File: src/rtl/ps2_host_tx.sv
// PS/2 host-to-device command transmitter: inhibits the bus, requests to send,
// shifts {stop, parity, data} out on device clock falls, then checks the ACK.
module ps2_host_tx #(
  parameter int unsigned INHIBIT_CYCLES = 5000,
  parameter int unsigned RTS_CYCLES     = 100,
  parameter int unsigned TIMEOUT_CYCLES = 750000
) (
  input  logic       i_clk,
  input  logic       i_rst,
  input  logic [7:0] i_data,
  input  logic       i_valid,
  output logic       o_busy,
  output logic       o_done,
  output logic       o_error,
  input  logic       i_ps2_clk,
  input  logic       i_ps2_data,
  output logic       o_ps2_clk_oe,
  output logic       o_ps2_data_oe
);

  localparam int unsigned PHASE_MAX = (INHIBIT_CYCLES > RTS_CYCLES) ? INHIBIT_CYCLES : RTS_CYCLES;
  localparam int unsigned CNT_W     = $clog2(PHASE_MAX + 1);
  localparam int unsigned TO_W      = $clog2(TIMEOUT_CYCLES + 1);
  localparam int unsigned FRAME_W   = 10;
  localparam int unsigned BIT_W     = 4;

  typedef enum logic [2:0] {
    S_IDLE,
    S_INHIBIT,
    S_RTS,
    S_SEND,
    S_ACK,
    S_WAIT_IDLE
  } state_t;

  state_t             state, state_n;
  logic [CNT_W-1:0]   cnt, cnt_n;
  logic [TO_W-1:0]    tcnt, tcnt_n;
  logic [BIT_W-1:0]   bit_cnt, bit_n;
  logic [FRAME_W-1:0] frame, frame_n;
  logic               clk_oe_n, data_oe_n, done_n, error_n, busy_n;
  logic               clk_s1, clk_s2, clk_prev, dat_s1, dat_s2;
  logic               fall, to_hit;

  assign fall   = clk_prev & ~clk_s2;
  assign to_hit = (tcnt == TO_W'(TIMEOUT_CYCLES - 1));

  // Next-state and next-output logic; outputs are registered from the *_n values.
  always_comb begin
    state_n   = state;
    cnt_n     = cnt;
    tcnt_n    = tcnt;
    bit_n     = bit_cnt;
    frame_n   = frame;
    clk_oe_n  = o_ps2_clk_oe;
    data_oe_n = o_ps2_data_oe;
    done_n    = 1'b0;
    error_n   = 1'b0;

    case (state)
      S_IDLE: begin
        clk_oe_n  = 1'b0;
        data_oe_n = 1'b0;
        if (i_valid) begin
          frame_n  = {1'b1, ~^i_data, i_data};
          cnt_n    = '0;
          tcnt_n   = '0;
          bit_n    = '0;
          clk_oe_n = 1'b1;
          state_n  = S_INHIBIT;
        end
      end
      S_INHIBIT: begin
        cnt_n = CNT_W'(cnt + 1'b1);
        if (cnt == CNT_W'(INHIBIT_CYCLES - 1)) begin
          cnt_n     = '0;
          data_oe_n = 1'b1;
          state_n   = S_RTS;
        end
      end
      S_RTS: begin
        cnt_n = CNT_W'(cnt + 1'b1);
        if (cnt == CNT_W'(RTS_CYCLES - 1)) begin
          cnt_n    = '0;
          clk_oe_n = 1'b0;
          bit_n    = '0;
          tcnt_n   = '0;
          state_n  = S_SEND;
        end
      end
      S_SEND: begin
        if (fall) begin
          tcnt_n = '0;
          bit_n  = BIT_W'(bit_cnt + 1'b1);
          if (bit_cnt == BIT_W'(FRAME_W - 1)) begin
            data_oe_n = 1'b0;
            state_n   = S_ACK;
          end else begin
            data_oe_n = ~frame[bit_cnt];
          end
        end else if (to_hit) begin
          clk_oe_n  = 1'b0;
          data_oe_n = 1'b0;
          error_n   = 1'b1;
          state_n   = S_IDLE;
        end else begin
          tcnt_n = TO_W'(tcnt + 1'b1);
        end
      end
      S_ACK: begin
        if (fall) begin
          tcnt_n = '0;
          if (!dat_s2) begin
            state_n = S_WAIT_IDLE;
          end else begin
            error_n = 1'b1;
            state_n = S_IDLE;
          end
        end else if (to_hit) begin
          clk_oe_n  = 1'b0;
          data_oe_n = 1'b0;
          error_n   = 1'b1;
          state_n   = S_IDLE;
        end else begin
          tcnt_n = TO_W'(tcnt + 1'b1);
        end
      end
      S_WAIT_IDLE: begin
        if (clk_s2 && dat_s2) begin
          done_n  = 1'b1;
          state_n = S_IDLE;
        end else if (fall) begin
          tcnt_n = '0;
        end else if (to_hit) begin
          clk_oe_n  = 1'b0;
          data_oe_n = 1'b0;
          error_n   = 1'b1;
          state_n   = S_IDLE;
        end else begin
          tcnt_n = TO_W'(tcnt + 1'b1);
        end
      end
      default: begin
        clk_oe_n  = 1'b0;
        data_oe_n = 1'b0;
        state_n   = S_IDLE;
      end
    endcase

    busy_n = (state_n != S_IDLE);
  end

  // State, counters, synchronizers and registered outputs.
  always_ff @(posedge i_clk) begin
    if (i_rst) begin
      state         <= S_IDLE;
      cnt           <= '0;
      tcnt          <= '0;
      bit_cnt       <= '0;
      frame         <= '0;
      o_ps2_clk_oe  <= 1'b0;
      o_ps2_data_oe <= 1'b0;
      o_busy        <= 1'b0;
      o_done        <= 1'b0;
      o_error       <= 1'b0;
      clk_s1        <= 1'b1;
      clk_s2        <= 1'b1;
      clk_prev      <= 1'b1;
      dat_s1        <= 1'b1;
      dat_s2        <= 1'b1;
    end else begin
      state         <= state_n;
      cnt           <= cnt_n;
      tcnt          <= tcnt_n;
      bit_cnt       <= bit_n;
      frame         <= frame_n;
      o_ps2_clk_oe  <= clk_oe_n;
      o_ps2_data_oe <= data_oe_n;
      o_busy        <= busy_n;
      o_done        <= done_n;
      o_error       <= error_n;
      clk_s1        <= i_ps2_clk;
      clk_s2        <= clk_s1;
      clk_prev      <= clk_s2;
      dat_s1        <= i_ps2_data;
      dat_s2        <= dat_s1;
    end
  end

endmodule

File: config.mk
export PLATFORM = sky130hd
export DESIGN_NAME = ps2_host_tx
export DESIGN_NICKNAME = d
export VERILOG_FILES = /design/src/rtl/ps2_host_tx.sv
export SDC_FILE = /design/constraint.sdc
export NUM_CORES = 1
export LEC_CHECK = 0
export ABC_AREA = 1
export BUFFER_PORTS_ARGS = -buffer_cell sky130_fd_sc_hd__buf_2
export CAP_MARGIN = 25
export CELL_PAD_IN_SITES_DETAIL_PLACEMENT = 1
export CELL_PAD_IN_SITES_GLOBAL_PLACEMENT = 1
export CORE_MARGIN = 2
export CORE_UTILIZATION = 38
export CTS_CLUSTER_SIZE = 28
export DETAILED_ROUTE_END_ITERATION = 7
export GPL_ROUTABILITY_DRIVEN = 0
export MAX_ROUTING_LAYER = met4
export PLACE_DENSITY_LB_ADDON = 0.1
export SLEW_MARGIN = 30
export SYNTH_ARGS = -nofsm -noshare
export SYNTH_HDL_FRONTEND = slang
export SYNTH_SLANG_ARGS = --single-unit
export TNS_END_PERCENT = 5
File: constraint.sdc
create_clock -name i_clk -period 3.75 [get_ports i_clk]
set_input_delay 0.1875 -clock i_clk [delete_from_list [all_inputs] [get_ports i_clk]]
set_output_delay 0.1875 -clock i_clk [all_outputs]
set_load 0.05 [all_outputs]
==> metrics.cfg <==
[status]
outcome=finished clean

[detailed_routing]
wl_per_cell_um=14.2
wl_um=10100
vias_per_cell=5.01
ant_nets=0
drt-initial-drc-count=138
firstDrtPassIters=4
route.detailed.drc=0
vias=3564

[pwr]
p_switching_uw=373
p_clk_share_pct=40.7
internal-power_uw=1010
share_comb_of_total_power_pct=10.8
switching_share_pct=27.0
seqPwrFrac_pct=48.5
p_per_area_nw_per_um2=348
leakagePower_uw=0.00162
ir_drop_v=0.000158

[synth]
muxShareOfSynthArea_pct=0
synthTopCellsByArea=dfxtp_1 (33%), nand2_1 (13%), nand3_1 (7.7%), inv_1 (7.6%), nor2_1 (6.9%)
synth.largest_area_cell=dfxtp_1
synth_warnings=0
synthesis.nets=582
yosys.area_share.simple_pct=39.0
synth_top_area_share_pct=33.0
yosysUniqueCellTypes=36
synth_xor_area_share_pct=2.65
synthAdderAreaFrac_pct=1.38
ys_ff_latch=60
ys_seq_area_share_pct=33.0
synth_edf_count=0
syn_area_um2=3640
synth_top_flop_cell=dfxtp_1
syn_avg_cell_area_um2=6.44
synthCells=565
async_flop_share_pct=0
synth_top_family_by_area=simple AND/OR/NAND/NOR gates
synth_compound_area_share_pct=12.9

[clock_network]
htreeDepth=3
clock_path_buffers=2
clk_transition_reported_paths_ps=70
cts_hold_buf=0
cts_resized=0
clock_sinks=60
clock-root-buffer=clkbuf_8
cts_setup_buffers=0
cts_tree=yes
insertion_delay_ps=340
numCtsBuffers=9

[global_route]
grt_start_max_net_pins=30
track_usage_pct=21.8
grt_overflow=0
grt_pass1_vias=3615
grt_pass1_wl_um=17200
antenna_found_initial=0

[critical_path]
slowest_stage=nor2_4
endpoint_kind=flop
start_kind=flop
arrival_ps=2620
cp_cell_sequence=inv_2 > nand2_1 > inv_2 > nor2_8 > nand4_2 > nand2_2 > nor2_4 > inv_4 > o21ai_0 > nor2_1
cp_slowest_stage_delay_ps=460
path_common_cell=inv_2
rr_worst_depth=10
rrSetupSlack_ps=1370
path_class=reg2reg
r2r-end=tcnt[2]
cp_max_fo=23
cp_num_buf_inv=3
cp_data_required_time_ps=3990
r2r-start=clk_s2
cpLargestDelayFamily=simple AND/OR/NAND/NOR gates

[cells_and_area]
areaGrowthSynthToFinish_pct=9.39
antenna_cells=0
nets=595
layout_common_cells=nand2_1 (130), inv_1 (73), nor2_1 (67), dfxtp_1 (60), nand3_1 (56)
drive_above_1_share_pct=13.4
postLayoutCoreUtil_pct=42.9
final_common_cell=nand2_1

[timing]
setup_tns_ps=0
fin_crit_sh_pct=63.5
skew_ps=10.9
final-hold-violation-count=0
max_freq_mhz=420
post-route-min-period_ps=2380
rsz0062_at_grt=false
worstMarginPinSlew_ps=647
slew_viol_final=0
fin_hold_ws_ps=31.2
setup_viol=0
maxSlewHeadroom_pct=56.9

[worst_hold_path]
min_to=dat_s1
worstHoldStart=i_ps2_data
holdCritPathClass=in2reg
hold_depth=2

[floorplanning]
initial_core_util_pct=39.2
rows=35
die_w_um=102
core_region_area_um2=9280
dieHeight_um=102
dieArea_um2=10400
pin_count=18

[placement]
io_buffers=17
hpwl_um=7550

[job]
drv_cap=0

## sequential cells by signal, summed over array words and instances (netlist names), 3 cells and up
register and cells:
tcnt 20, cnt 13, frame 10, bit_cnt 4
state 3
## synth_stat cells (2+ instances only)
master and n:
nor2_1 67, buf_2 4, dfxtp_1 60, ha_1 4, nor2_2 2, a21oi_2 9, inv_2 7, nand4_1 7
nand3_1 56, a211oi_1 2, a21oi_1 37, xor2_1 4, nor3_1 19, nand2_2 15, inv_1 74, nor3b_1 3
clkbuf_1 8, or2_2 4, nand2_1 130, o21ai_0 24, o211ai_1 4, xnor2_1 7, nor2_4 4, buf_6 2
## cell type report
cell class / instances / area [um^2]
clock inverters: 1 / 5.00
fillers: 1265 / 5300
inverters: 82 / 310
multi-input cells: 408 / 2030
flip-flops and latches: 60 / 1200
well taps: 129 / 161
clock buffers: 14 / 183
repair buffers: 17 / 85.1
## layer usage
layer / global-route usage (%) / up-vias / wire, um
li1: - / 1829 / -
met5: - / - / 0
met3: 4.17 / 12 / 300
met4: 5.85 / 0 / 131
met2: 37.4 / 40 / 5090
met1: 26.2 / 1683 / 4600
## cell families after synthesis
| kind of cell | after synthesis |
|---|---|
| and+or+nand+nor | 313 |
| buffers and inverters | 97 |
| AOI/OAI and AO/OA | 80 |
| DFF | 60 |
| xor gates and xnor gates | 11 |
| adders and majority gates | 4 |
## metrics by stage
stage	total power (uW)	instance area (um^2)	cells	setup slack (ps)
after floorplan	804	3640	565	2070
after global placement	832	3790	696	1400
after detailed placement	837	3790	696	1340
after CTS	1420	3980	711	1320
after global routing	1460	3980	711	1130
final	1380	3980	711	1370
## power by group through the flow
stage	Combinational (uW)	Sequential, uW	Clock (uW)
after detailed placement	152	685	0
after CTS	153	670	592
after global placement	148	684	0
after floorplan	117	687	0
final	149	670	564
after global routing	171	673	620
## worst max path at each step
stage                     slack (ps)        to  startpoint  cells past startpoint
after global placement          1400   tcnt[2]      clk_s2                     10
after CTS                       1320   tcnt[2]      clk_s2                     10
after floorplan                 2070  tcnt[18]     tcnt[0]                     12
after global routing            1130   tcnt[2]      clk_s2                     10
final                           1370   tcnt[2]      clk_s2                     10
after detailed placement        1340   tcnt[2]      clk_s2                     10
Power figures use the tool's default switching activity.
